File: src/rtl/parking_pkg.sv
// Shared types and defaults for the parking gate controller: gate FSM state
// encoding, gate indices and default sizing constants.
package parking_pkg;

    typedef enum logic [1:0] {
        IDLE      = 2'd0,
        OPEN_WAIT = 2'd1,
        PASSING   = 2'd2
    } gate_state_t;

    localparam int DEF_CAPACITY = 200;
    localparam int DEF_TIMEOUT  = 1000;

    // Gate slots in the per-gate vectors; bit order matches timeout_pulse.
    localparam int NUM_GATES  = 2;
    localparam int GATE_ENTRY = 0;
    localparam int GATE_EXIT  = 1;

endpackage

File: src/rtl/parking_gate_ctrl_gate_fsm.sv
// One barrier gate: IDLE -> OPEN_WAIT -> PASSING -> IDLE with an open-wait
// timeout. commit_pulse marks the cycle whose clock edge completes a passage.
module gate_fsm
    import parking_pkg::*;
#(
    parameter int TIMEOUT = DEF_TIMEOUT,
    parameter int TW      = 10
) (
    input  logic clock,
    input  logic reset,
    input  logic req,
    input  logic grant,
    input  logic pass,
    output logic gate_open,
    output logic commit_pulse,
    output logic timeout_pulse
);

    localparam logic [TW-1:0] TMO_LAST = TW'(TIMEOUT - 1);

    gate_state_t   state, state_nxt;
    logic [TW-1:0] tmo_cnt;
    logic          tmo_hit;

    // A pass on the final wait cycle takes priority over the timeout.
    assign tmo_hit = (state == OPEN_WAIT) && !pass && (tmo_cnt == TMO_LAST);

    always_ff @(posedge clock or posedge reset) begin
        if (reset) state <= IDLE;
        else       state <= state_nxt;
    end

    always_comb begin
        state_nxt = state;
        case (state)
            IDLE:      if (req && grant) state_nxt = OPEN_WAIT;
            OPEN_WAIT: begin
                if (pass)         state_nxt = PASSING;
                else if (tmo_hit) state_nxt = IDLE;
            end
            PASSING:   if (!pass) state_nxt = IDLE;
            default:   state_nxt = IDLE;
        endcase
    end

    always_comb begin
        gate_open    = (state != IDLE);
        commit_pulse = (state == PASSING) && !pass;
    end

    // Counter sits at zero in IDLE so every open starts a fresh wait.
    always_ff @(posedge clock or posedge reset) begin
        if (reset)                   tmo_cnt <= '0;
        else if (state == OPEN_WAIT) tmo_cnt <= tmo_cnt + 1'b1;
        else                         tmo_cnt <= '0;
    end

    always_ff @(posedge clock or posedge reset) begin
        if (reset) timeout_pulse <= 1'b0;
        else       timeout_pulse <= tmo_hit;
    end

endmodule

File: src/rtl/parking_gate_ctrl.sv
// Parking lot gate controller: two gate FSMs, the occupancy register with
// merged entry/exit commits, full-lot entry refusal and underflow tracking.
module parking_gate_ctrl
    import parking_pkg::*;
#(
    parameter int CAPACITY = DEF_CAPACITY,
    parameter int CW       = 8,
    parameter int TIMEOUT  = DEF_TIMEOUT,
    parameter int TW       = 10
) (
    input  logic          clock,
    input  logic          reset,
    input  logic          entry_req,
    input  logic          entry_pass,
    input  logic          exit_req,
    input  logic          exit_pass,
    output logic          entry_gate_open,
    output logic          exit_gate_open,
    output logic [CW-1:0] occupancy,
    output logic          full,
    output logic          empty,
    output logic          deny_pulse,
    output logic [1:0]    timeout_pulse,
    output logic          underflow_err
);

    localparam logic [CW-1:0] CAP = CW'(CAPACITY);

    logic [NUM_GATES-1:0] req, pass, grant, gate_open, commit, tmo;
    logic                 deny_cond, deny_prev;

    assign req   = {exit_req,  entry_req};
    assign pass  = {exit_pass, entry_pass};
    // Exits are always admitted; entry is refused once the lot is full.
    assign grant = {1'b1, ~full};

    for (genvar g = 0; g < NUM_GATES; g++) begin : g_gate
        gate_fsm #(
            .TIMEOUT (TIMEOUT),
            .TW      (TW)
        ) u_gate (
            .clock         (clock),
            .reset         (reset),
            .req           (req[g]),
            .grant         (grant[g]),
            .pass          (pass[g]),
            .gate_open     (gate_open[g]),
            .commit_pulse  (commit[g]),
            .timeout_pulse (tmo[g])
        );
    end

    assign entry_gate_open = gate_open[GATE_ENTRY];
    assign exit_gate_open  = gate_open[GATE_EXIT];
    assign timeout_pulse   = tmo;

    assign full  = (occupancy == CAP);
    assign empty = (occupancy == '0);

    // Simultaneous entry and exit commits cancel; a lone exit at zero saturates
    // and latches the error instead of wrapping.
    always_ff @(posedge clock or posedge reset) begin
        if (reset) begin
            occupancy     <= '0;
            underflow_err <= 1'b0;
        end else begin
            case ({commit[GATE_EXIT], commit[GATE_ENTRY]})
                2'b01: occupancy <= occupancy + 1'b1;
                2'b10: begin
                    if (empty) underflow_err <= 1'b1;
                    else       occupancy     <= occupancy - 1'b1;
                end
                default: ;
            endcase
        end
    end

    // Refusal is reported once per held request, only while the gate is idle.
    assign deny_cond = !gate_open[GATE_ENTRY] && entry_req && full;

    always_ff @(posedge clock or posedge reset) begin
        if (reset) begin
            deny_prev  <= 1'b0;
            deny_pulse <= 1'b0;
        end else begin
            deny_prev  <= deny_cond;
            deny_pulse <= deny_cond && !deny_prev;
        end
    end

endmodule
File: config.mk
export PLATFORM = sky130hd
export DESIGN_NAME = parking_gate_ctrl
export DESIGN_NICKNAME = d
export VERILOG_FILES = /design/src/rtl/parking_pkg.sv /design/src/rtl/parking_gate_ctrl_gate_fsm.sv /design/src/rtl/parking_gate_ctrl.sv
export SDC_FILE = /design/constraint.sdc
export NUM_CORES = 1
export LEC_CHECK = 0
export CAP_MARGIN = 0
export CORE_UTILIZATION = 40
export CTS_BUF_LIST = sky130_fd_sc_hd__clkbuf_8
export DETAILED_ROUTE_END_ITERATION = 10
export GPL_TIMING_DRIVEN = 0
export SLEW_MARGIN = 20
export SYNTH_ARGS = -nofsm -noshare
export SYNTH_HDL_FRONTEND = slang
export SYNTH_SLANG_ARGS = --single-unit
File: constraint.sdc
create_clock -name clock -period 3.3 [get_ports clock]
set_input_delay 0.33 -clock clock [delete_from_list [all_inputs] [get_ports clock]]
set_output_delay 0.33 -clock clock [all_outputs]
set_load 0.005 [all_outputs]
[After elaboration in Yosys (flattened, before gate mapping)]
Cells that the tools add are included.
Word-level totals
  register bits after elaboration: 37
  input bits: 6
Cells by class
  equal/unequal tests: 16
  add/sub/neg operators: 4
  mux-type cells: 14
  reduce and logical (&&, ||, !) cells: 24
  bitwise gates (word level): 1
Operators with widths (count)
  $add 10x1->10 const B: 2
  $eq 10x10->1 const B: 2
  $mux 10: 2
  $mux 2: 8
  $pmux 8 s2: 1
  $pmux 2 s3: 2
  $logic_and 1x1->1: 10
  $add 8x1->8 const B: 1
  $eq 8x8->1 const B: 1
  $logic_not 8->1: 1
  $mux 8: 1
  $ne 2x2->1 const B: 4
  $sub 8x1->8 const B: 1
  $eq 2x1->1 const B: 3
  $eq 2x2->1 const B: 3
  $ne 3x2->1 const B: 2
  $reduce_and 3->1: 2
  $reduce_bool 2->1: 3
  $logic_not 1->1: 4
  $logic_not 2->1: 2
  $reduce_and 2->1: 2
  $ne 2x1->1 const B: 1
  $not 1->1: 1

[Depth between registers and ports, before layout]
Gate-level depths: netlist (run 1).
  depth in word-level cells: 6
  depth in mapped cells: 8

[Modules after synthesis]
From an unflattened synthesis (run 1), not the netlist that was laid out.
Second synthesis, totals
  cell total of the unflattened synthesis: 188
  area total of the unflattened synthesis: 1879.3 µm²
Modules (own cells, without submodules)
  gate_fsm: cells an instance 59, times used 2, area an instance 610.6 µm²
  parking_gate_ctrl: cells an instance 70, times used 1, area an instance 658.1 µm²

[Worst setup path before layout (run 1)]
OpenSTA, ideal clock, no wires.
  path type: register -> register
  start point: register g_gate[1].u_gate.state[0]
  end point: register occupancy[4]
  stages on the path, launching flop included: 9
  setup time: 0.126 ns
  setup slack: 1.111 ns
  arrival time: 2.064 ns
  buffers on the path: 1
  cell sequence: dfrtp_1 -> or3b_4 -> or2_4 -> buf_6 -> xnor2_1 -> ha_1 -> nor4_1 -> o21ai_1 -> xnor2_1
Between the ends
  longest elaborated chain between the ends: 5
RTL lines
  from (decl): line parking_gate_ctrl_gate_fsm.sv:21  | gate_state_t state, state_nxt;
  from (signal assigned): line parking_gate_ctrl_gate_fsm.sv:30  | else state <= state_nxt;
  $eq 2x2->1 *: line parking_gate_ctrl_gate_fsm.sv:48  | commit_pulse = (state == PASSING) && !pass;
  $logic_and 1x1->1 *: line parking_gate_ctrl_gate_fsm.sv:48
  $eq 2x2->1 / $eq 2x1->1 (equally long branches): line parking_gate_ctrl.sv:67  | case ({commit[GATE_EXIT], commit[GATE_ENTRY]})
  $ne 2x2->1 (no line) / $reduce_bool 2->1 (equally long branches)
  $reduce_and 2->1 (no line)
  to (signal assigned): line parking_gate_ctrl.sv:68  | 2'b01: occupancy <= occupancy + 1'b1;
  to (signal assigned): line parking_gate_ctrl.sv:71  | else occupancy <= occupancy - 1'b1;
  to (decl): line parking_gate_ctrl.sv:19  | output logic [CW-1:0] occupancy,
Mark *: on every way between the ends. The rest lies on a longest branch, timed or not.
A chain may end at the register's enable or synchronous reset.

[Worst setup path in the final report (run 1)]
  start point: input port exit_pass
  end point: register occupancy[4]
Between the ends
  longest elaborated chain between the ends: 5
RTL lines
  from (decl): line parking_gate_ctrl.sv:16  | input logic exit_pass,
  $logic_not 1->1 *: line parking_gate_ctrl_gate_fsm.sv:48
  $logic_and 1x1->1 *: line parking_gate_ctrl_gate_fsm.sv:48
  $eq 2x2->1 / $eq 2x1->1 (equally long branches): line parking_gate_ctrl.sv:67
  $ne 2x2->1 (no line) / $reduce_bool 2->1 (equally long branches)
  $reduce_and 2->1 (no line)
Marked as above.

==> impl_metrics.yaml, run 1 <==
yosys:
  synth_edf_count: 0
  synthFlopType: "dfrtp_1"
  netlist.area_leader.share_pct: 49.10
  synth_top_area_cell: "dfrtp_1"
  syn_inst: 186
  yosysUniqueCellTypes: 43
  ys.warnings.count: 0
  synth_area_per_cell_um2: 10.14
  synthArstFlopShare_pct: 100.0
  synth_nets: 195
  yosysSeqAreaShare_pct: 49.10
  synth_seq_cells: 37
  synth_area_mm2: 0.001886
  synthTopCellsByArea: "dfrtp_1 49%, xnor2_1 6.0%, and3_1 4.6%"
final_layout:
  stdcell_area_mm2: 0.002243
  multi_input_comb_area_um2: 899.6
  area_growth_pct: 18.98
  ff_latch_area_um2: 925.9
  finalNetCount: 223
  post-route-util_pct: 50.48
  diodes: 0
  n_fill_cell: 413
  finalNonFillerCells: 267
  drive_gt1_share_pct: 11.63
placed_design:
  place_inst: 259
  dpl_cell_area_mm2: 0.002161
  routabilityCongestion: 0.8559
  portBuffers: 21
  place_ws_ns: 0.6049
  hpwl_mm: 2.655
timing:
  relSlewSlack_pct: 49.44
  finalWorstSetupSlack_ns: 0.8864
  skew_ns: 0.003868
  fmax_ghz: 0.4143
  final_hold_viol_count: 0
  slew_violations: 0
  tightest_slew_ns: 0.7573
  holdWs_ns: 0.3950
  setup_viol: 0
  fin_setup_tns_ns: 0
  fin_crit_ns: 2.414
  fin_crit_sh_pct: 73.14
  grt_setup_unrepaired: "no"
job:
  maxCapViolCount: 0
routing:
  drt-pass1-iter-count: 7
  drt_iter0_markers: 103
  drt-total-wl_mm: 3.613
  vias: 1426
  avgRoutedWirePerCell_um: 13.53
  ant_nets: 0
  drc: 6
  vias_per_cell: 5.341
floorplanning:
  die_h_um: 70.66
  start_util_pct: 42.43
  dieArea_mm2: 0.004992
  die_width_um: 70.66
  core_mm2: 0.004444
  rows: 24
  boundaryPins: 22
clocking:
  ctsHoldBuffers: 0
  cts.sinks: 37
  cts-root-buf: "clkbuf_8"
  cts_buffers: 5
  clkLatencyLatePin_ns: 0.28
  cts_max_level: 2
  cts_setup_buffers: 0
  cts_tree: "built"
  cts-resized-gates: 0
  cts_buffer_depth: 2
  clkTransAtPathRegs_ns: 0.07
worst_setup_path:
  required_ns: 3.46
  r2r_end: "occupancy[4]"
  worstSetupStartpointType: "input port"
  crit_end: "occupancy[4]"
  cp_cell_sequence: "clkdlybuf4s50_1 -> or3b_4 -> or2_4 -> buf_6 -> xnor2_1 -> ha_1 -> nor4_1 -> o21ai_1 -> xnor2_1"
  crit-reg2reg-launch: "g_gate[1].u_gate.state[0]"
  worst-setup-path-type: "input port to register"
  r2r_slack_ns: 0.95
  rr_worst_depth: 8
  cp.arrival_ns: 2.58
  slowest_delay_ns: 0.46
  critPathCaptureType: "register"
  cpMaxStageDelayCell: "clkdlybuf4s50_1"
  path_max_fanout: 10
  crit_start: "exit_pass"
  crit_top_cell: "xnor2_1"
pwr:
  p_per_area_mw_per_mm2: 649.5
  p_comb_share_pct: 35.8
  finalPower_mw: 1.457
  peakVddDrop_mv: 0.4439
  internal-power_mw: 0.9450
  p_leak_nw: 0.9712
  p_clk_share_pct: 20.0
  switching_share_pct: 35.14
  p_switching_mw: 0.5121
  p_seq_share_pct: 44.2
min_path:
  hp-class: "register to register"
global_route:
  grt_pass1_wl_mm: 6.306
  gr-usage-met3_pct: 3.846
  grt_util_met1_pct: 19.83
  grt_max_degree: 38
  grt_overflow: 0
  grt_pass1_vias: 1417
  top_usage_layer: "met2"
  antenna_found_initial: 0
  grt_use_met2_pct: 27.08
  grtUsageTotal_pct: 16.07
outcome:
  failed_checks: "DRC"
  status: "finished with violations"
## power groups by stage
stage | clock network (mW) | logic [mW] | registers, mW
floorplan | 0 | 0.325 | 0.630
global placement | 0 | 0.510 | 0.644
detailed placement | 0 | 0.526 | 0.651
CTS | 0.305 | 0.528 | 0.643
global route | 0.318 | 0.589 | 0.659
finish | 0.292 | 0.522 | 0.644
## final cells by class
class	count	share of cell area (%)
clock buffer	5	3.067
timing repair buffer	21	9.370
sequential	37	41.27
tap	52	2.900
clock inverter	3	0.6135
buffer	7	1.840
inverter	5	0.8366
multi-input combinational	137	40.10
## state kept, by name, summed over array words and instances (netlist names)
| name | flops |
|---|---|
| g_gate.u_gate.tmo_cnt | 20 |
| occupancy | 8 |
| g_gate.u_gate.state | 4 |
| g_gate.u_gate.timeout_pulse | 2 |
| deny_prev | 1 |
| deny_pulse | 1 |
| underflow_err | 1 |
## layer usage
layer	wire length (um)	part of all wire [%]
met1	1664	46
met2	1746	48
met3	127	3.5
met4	74	2.0
met5	0	0
## critical path: cells and delay by family
family | cells | cell delay (ns)
adders and majority gates | 1 | 0.28
AOI/OAI and AO/OA | 1 | 0.10
xor gates and xnor gates | 2 | 0.26
buffers and inverters | 2 | 0.61
and+or+nand+nor | 3 | 0.99
## Yosys cell counts (3+ instances only)
master and instances:
nor2_1 22, or2_2 3, nand3_1 6, dfrtp_1 37, or3_1 5, nor3_1 8
ha_1 3, nand2b_1 4, inv_1 5, clkbuf_1 4, xor2_1 6, o21ai_0 6
xnor2_1 13, and3_1 14, nand2_1 8, a21oi_1 7
## placed cells by master (no fill, tap or decap), types with 2 or more instances in the layout
| master | n |
|---|---|
| a21boi_0 | 2 |
| a21oi_1 | 7 |
| and3_1 | 14 |
| and4_4 | 2 |
| buf_4 | 2 |
| clkbuf_1 | 4 |
| clkbuf_8 | 5 |
| clkdlybuf4s50_1 | 21 |
| clkinv_2 | 2 |
| dfrtp_1 | 37 |
| ha_1 | 3 |
| inv_1 | 5 |
| nand2_1 | 8 |
| nand2b_1 | 4 |
| nand3_1 | 6 |
| nand3b_1 | 2 |
| nor2_1 | 22 |
| nor3_1 | 8 |
| nor4_1 | 2 |
| o21ai_0 | 6 |
| o21ai_1 | 2 |
| o21ai_2 | 2 |
| o22ai_1 | 2 |
| or2_2 | 3 |
| or3_1 | 5 |
| xnor2_1 | 13 |
| xor2_1 | 6 |
## how the worst min path moves through the flow
stage            endpoint  startpoint  cells past startpoint  slack, ns
4_1_cts        deny_pulse   deny_prev                      1       0.40
3_5_place_dp   deny_pulse   deny_prev                      1       0.39
5_1_grt        deny_pulse   deny_prev                      1       0.42
2_1_floorplan  deny_pulse   deny_prev                      1       0.38
6_report       deny_pulse   deny_prev                      1       0.40
3_3_place_gp   deny_pulse   deny_prev                      1       0.39
## kinds of logic (layout without fill, tap and decap cells)
family                     after synthesis  after routing  share of synthesized area (%)
and+or+nand+nor                         88             88                          27.01
DFF                                     37             37                          49.10
xor gates and xnor gates                19             19                          8.826
buffers and inverters                   12             41                          3.185
adders and majority gates                3              3                          1.991
AOI/OAI and AO/OA                       25             25                          8.693
muxes                                    2              2                          1.194
Power figures use the tool's default switching activity.
==> run 2: changes to the inputs <==
- clock period: 3.3 -> 2.45 ns (I/O delays scaled with it)
==> impl_metrics.yaml, run 2 (synthesis gave the netlist of run 1 again) <==
clocking:
  cts_buffer_depth: 2
  ctsHoldBuffers: 0
  cts-resized-gates: 0
  clkLatencyLatePin_ns: 0.28
  cts-root-buf: "clkbuf_8"
  cts_max_level: 2
  clkTransAtPathRegs_ns: 0.07
  cts.sinks: 37
  cts_buffers: 5
  cts_tree: "built"
  cts_setup_buffers: 0
worst_setup_path:
  crit-reg2reg-launch: "g_gate[1].u_gate.state[0]"
  cpMaxStageDelayCell: "or3b_4"
  cp_num_buf_inv: 1
  r2r_end: "occupancy[4]"
  worst-setup-path-type: "register to register"
  cp.arrival_ns: 2.46
  cp_cell_sequence: "or3b_4 -> or2_4 -> buf_6 -> xnor2_1 -> ha_2 -> nor4_1 -> o21ai_1 -> xnor2_1"
  crit_top_cell: "xnor2_1"
  r2r_slack_ns: 0.15
  slowest_delay_ns: 0.45
  critPathCaptureType: "register"
  crit_family: "simple AND/OR/NAND/NOR gates"
  worstSetupStartpointType: "register"
  path_max_fanout: 10
  required_ns: 2.61
  rr_worst_depth: 8
timing:
  grt_setup_unrepaired: "no"
  fin_setup_tns_ns: 0
  final_hold_viol_count: 0
  skew_ns: 0.004475
  fmax_ghz: 0.4357
  fin_crit_sh_pct: 93.69
  relSlewSlack_pct: 49.45
  tightest_slew_ns: 0.7572
  fin_crit_ns: 2.295
  slew_violations: 0
  setup_viol: 0
final_layout:
  post-route-util_pct: 50.53
  final_cell_mix: "37 x dfrtp_1, 22 x nor2_1, 21 x clkdlybuf4s50_1"
  multi_input_comb_area_um2: 902.1
  finalNetCount: 223
  stdcell_area_mm2: 0.002246
  diodes: 0
  final_common_cell: "dfrtp_1"
  ff_latch_area_um2: 925.9
  largest_reg_flops: 20
  n_fill_cell: 412
  largestRegisters: "g_gate.u_gate.tmo_cnt: 20 flops, occupancy: 8 flops, g_gate.u_gate.state: 4 flops"
  area_growth_pct: 19.11
  drive_gt1_share_pct: 12.09
  regMostFlops: "g_gate.u_gate.tmo_cnt"
placed_design:
  hpwl_mm: 2.655
  dpl_cell_area_mm2: 0.002161
  routabilityCongestion: 0.8559
  portBuffers: 21
min_path:
  hold_start: "deny_prev"
  holdPathStages: 1
  min_to: "deny_pulse"
  hp-class: "register to register"
routing:
  vias_per_cell: 5.356
  drt-total-wl_mm: 3.620
  drt_iter0_markers: 70
  drc: 6
  avgRoutedWirePerCell_um: 13.56
  vias: 1430
  drt-pass1-iter-count: 7
  ant_nets: 0
pwr:
  finalPower_mw: 1.967
  p_per_area_mw_per_mm2: 875.7
  peakVddDrop_mv: 0.5965
  p_leak_nw: 0.9695
outcome:
  failed_checks: "DRC"
  status: "finished with violations"
floorplanning:
  boundaryPins: 22
  rows: 24
  die_width_um: 70.66
  die_h_um: 70.66
  dieArea_mm2: 0.004992
  core_mm2: 0.004444
  start_util_pct: 42.43
global_route:
  grt_max_degree: 38
  grt_pass1_wl_mm: 6.306
  grtUsageTotal_pct: 16.07
  antenna_found_initial: 0
  grt_pass1_vias: 1417
  grt_overflow: 0
job:
  maxCapViolCount: 0
## run 2: where the power goes
| part | switching, mW | internal (mW) | total, mW |
|---|---|---|---|
| clock | 0.200 | 0.193 | 0.392 |
| combinational | 0.346 | 0.361 | 0.707 |
| sequential | 0.144 | 0.723 | 0.867 |
## run 2: through the flow
| stage | cells | setup slack [ns] | hold slack (ns) |
|---|---|---|---|
| floorplan | 186 | 0.2606 | 0.3180 |
| global placement | 259 | -0.1581 | 0.3855 |
| CTS | 267 | 0.09820 | 0.3977 |
| global route | 267 | 0.05236 | 0.4247 |
| detailed placement | 259 | -0.1601 | 0.3874 |
| finish | 267 | 0.1546 | 0.3950 |
## run 2: cell type report
class                      count  share of cell area, %
buffer                         7                  1.838
tap                           52                  2.897
clock inverter                 3                 0.6128
inverter                       5                 0.8357
clock buffer                   5                  3.064
timing repair buffer          21                  9.359
multi-input combinational    137                  40.17
sequential                    37                  41.23
## run 2: per-layer routing
| metal | up-vias | global-route usage, % | share of wire [%] |
|---|---|---|---|
| li1 | 701 | - | - |
| met5 | - | 0 | 0 |
| met3 | 9 | 3.846 | 3.6 |
| met2 | 30 | 27.08 | 48 |
| met4 | 0 | 6.889 | 2.2 |
| met1 | 690 | 19.83 | 46 |
## run 2: how the worst max path moves through the flow
| stage | depth (start not counted) | endpoint | startpoint |
|---|---|---|---|
| 2_1_floorplan | 8 | occupancy[4] | g_gate[1].u_gate.state[0] |
| 3_3_place_gp | 9 | occupancy[4] | exit_pass |
| 3_5_place_dp | 9 | occupancy[4] | exit_pass |
| 4_1_cts | 8 | occupancy[4] | g_gate[1].u_gate.state[0] |
| 5_1_grt | 8 | occupancy[4] | g_gate[1].u_gate.state[0] |
| 6_report | 8 | occupancy[4] | g_gate[1].u_gate.state[0] |
==> run 3: changes to the inputs <==
- CORE_UTILIZATION: 40 -> 35
- GPL_ROUTABILITY_DRIVEN: not set -> 0
==> impl_metrics.yaml, run 3 (synthesis gave the netlist of run 1 again) <==
clocking:
  clkLatencyLatePin_ns: 0.29
  cts_tree: "built"
  cts_buffers: 5
  cts_max_level: 2
  cts.sinks: 37
  ctsHoldBuffers: 0
  cts-root-buf: "clkbuf_8"
  cts_buffer_depth: 2
  clkTransAtPathRegs_ns: 0.07
worst_setup_path:
  worstSetupStartpointType: "register"
  required_ns: 2.62
  critPathCaptureType: "register"
  cp.arrival_ns: 2.45
  worst-setup-path-type: "register to register"
  path_max_fanout: 10
placed_design:
  portBuffers: 21
  hpwl_mm: 2.531
  dpl_cell_area_mm2: 0.002211
floorplanning:
  start_util_pct: 36.68
  dieArea_mm2: 0.005685
  core_mm2: 0.005140
  rows: 26
  die_width_um: 75.40
  boundaryPins: 22
  die_h_um: 75.40
timing:
  grt_setup_unrepaired: "no"
  slew_violations: 0
  fin_setup_tns_ns: 0
  fmax_ghz: 0.4390
  skew_ns: 0.003689
  fin_crit_ns: 2.278
  fin_crit_sh_pct: 92.98
  final_hold_viol_count: 0
  tightest_slew_ns: 0.4305
  relSlewSlack_pct: 71.30
  setup_viol: 0
routing:
  wl_met1_mm: 1.752
  drt_iter0_markers: 78
  drt-total-wl_mm: 3.558
  routed.top_layer: "met4"
  wl_met2_mm: 1.608
  vias_per_cell: 4.857
  ant_nets: 0
  vias: 1389
  wl_met3_um: 137
  drc: 0
  drt-pass1-iter-count: 4
  avgRoutedWirePerCell_um: 12.44
final_layout:
  final_cell_mix: "37 x dfrtp_1, 22 x nor2_1, 21 x clkdlybuf4s50_1"
  drive_gt1_share_pct: 12.50
  largestRegisters: "g_gate.u_gate.tmo_cnt: 20 flops, occupancy: 8 flops, g_gate.u_gate.state: 4 flops"
  finalNetCount: 224
  multi_input_comb_area_um2: 902.1
  largest_reg_flops: 20
  regMostFlops: "g_gate.u_gate.tmo_cnt"
  ff_latch_area_um2: 925.9
  area_growth_pct: 22.03
  stdcell_area_mm2: 0.002301
  n_fill_cell: 541
  diodes: 0
  final_common_cell: "dfrtp_1"
global_route:
  grt_pass1_wl_mm: 6.127
  grt_pass1_vias: 1359
  grt_overflow: 0
  grt_max_degree: 23
  grtUsageTotal_pct: 14.66
  antenna_found_initial: 0
pwr:
  p_per_area_mw_per_mm2: 865.5
  finalPower_mw: 1.991
  peakVddDrop_mv: 0.5198
  p_leak_nw: 0.9747
min_path:
  hp-class: "input port to asynchronous set/reset pin"
outcome:
  status: "completed"
job:
  maxCapViolCount: 0
==> run 3: cell count changes in the layout (fill, tap and decap cells not counted), sizes merged <==
cell      change
clkinv        -2
clkinvlp      +2
buf           +1
==> run 3: path summary, 6_finish.rpt <==
kind | start | endpoint | slack [ns] | depth (start not counted)
hold / removal | reset | g_gate[1].u_gate.tmo_cnt[5] | 0.25 | 2
min in group clock | deny_prev | deny_pulse | 0.40 | 1
setup / recovery | g_gate[1].u_gate.state[0] | occupancy[4] | 0.17 | 8
setup reg to reg | g_gate[1].u_gate.state[0] | occupancy[4] | 0.17 | 8
hold reg to reg | deny_prev | deny_pulse | 0.40 | 1
max in group asynchronous | reset | occupancy[5] | 1.77 | 3
==> run 3: layout make-up <==
cell class	instances	area share, %
sequential	37	40.24
multi-input combinational	137	39.21
timing repair buffer	22	10.33
tap	70	3.806
clock buffer	5	2.991
buffer	7	1.794
clock inverter	3	0.8157
inverter	5	0.8157
==> run 3: worst max-delay path: stages, from the launching register on <==
cell,delay [ns]
dfrtp_1,0.42
or3b_4,0.45
or2_4,0.27
buf_6,0.15
xnor2_1,0.12
ha_2,0.23
nor4_1,0.27
o21ai_1,0.10
xnor2_1,0.14
==> run 3: through the flow <==
step / cells / hold slack, ns / util, % / worst slack, ns
CTS: 286 / 0.2494 / 44.72 / 0.1128
global route: 286 / 0.2664 / 44.77 / 0.05555
detailed placement: 278 / 0.3944 / 43.01 / -0.1648
global placement: 277 / 0.3845 / 42.48 / -0.1652
finish: 286 / 0.2503 / 44.77 / 0.1720
floorplan: 186 / 0.3180 / - / 0.2606
==> run 3: where the power goes <==
part,leakage (nW),internal (mW),switching (mW)
registers,0.499,0.722,0.143
logic,0.434,0.364,0.345
clock network,0.0416,0.196,0.221
==> run 3: routing by layer <==
metal	GRT usage (%)	vias up
li1	-	706
met1	19.40	656
met2	22.32	22
met3	3.439	5
met4	7.819	0
met5	0	-
==> run 3: timing repair <==
item	in CTS	in global routing
buffers inserted	0	0
gates resized for setup	0	1
endpoints found under the setup margin	0	1
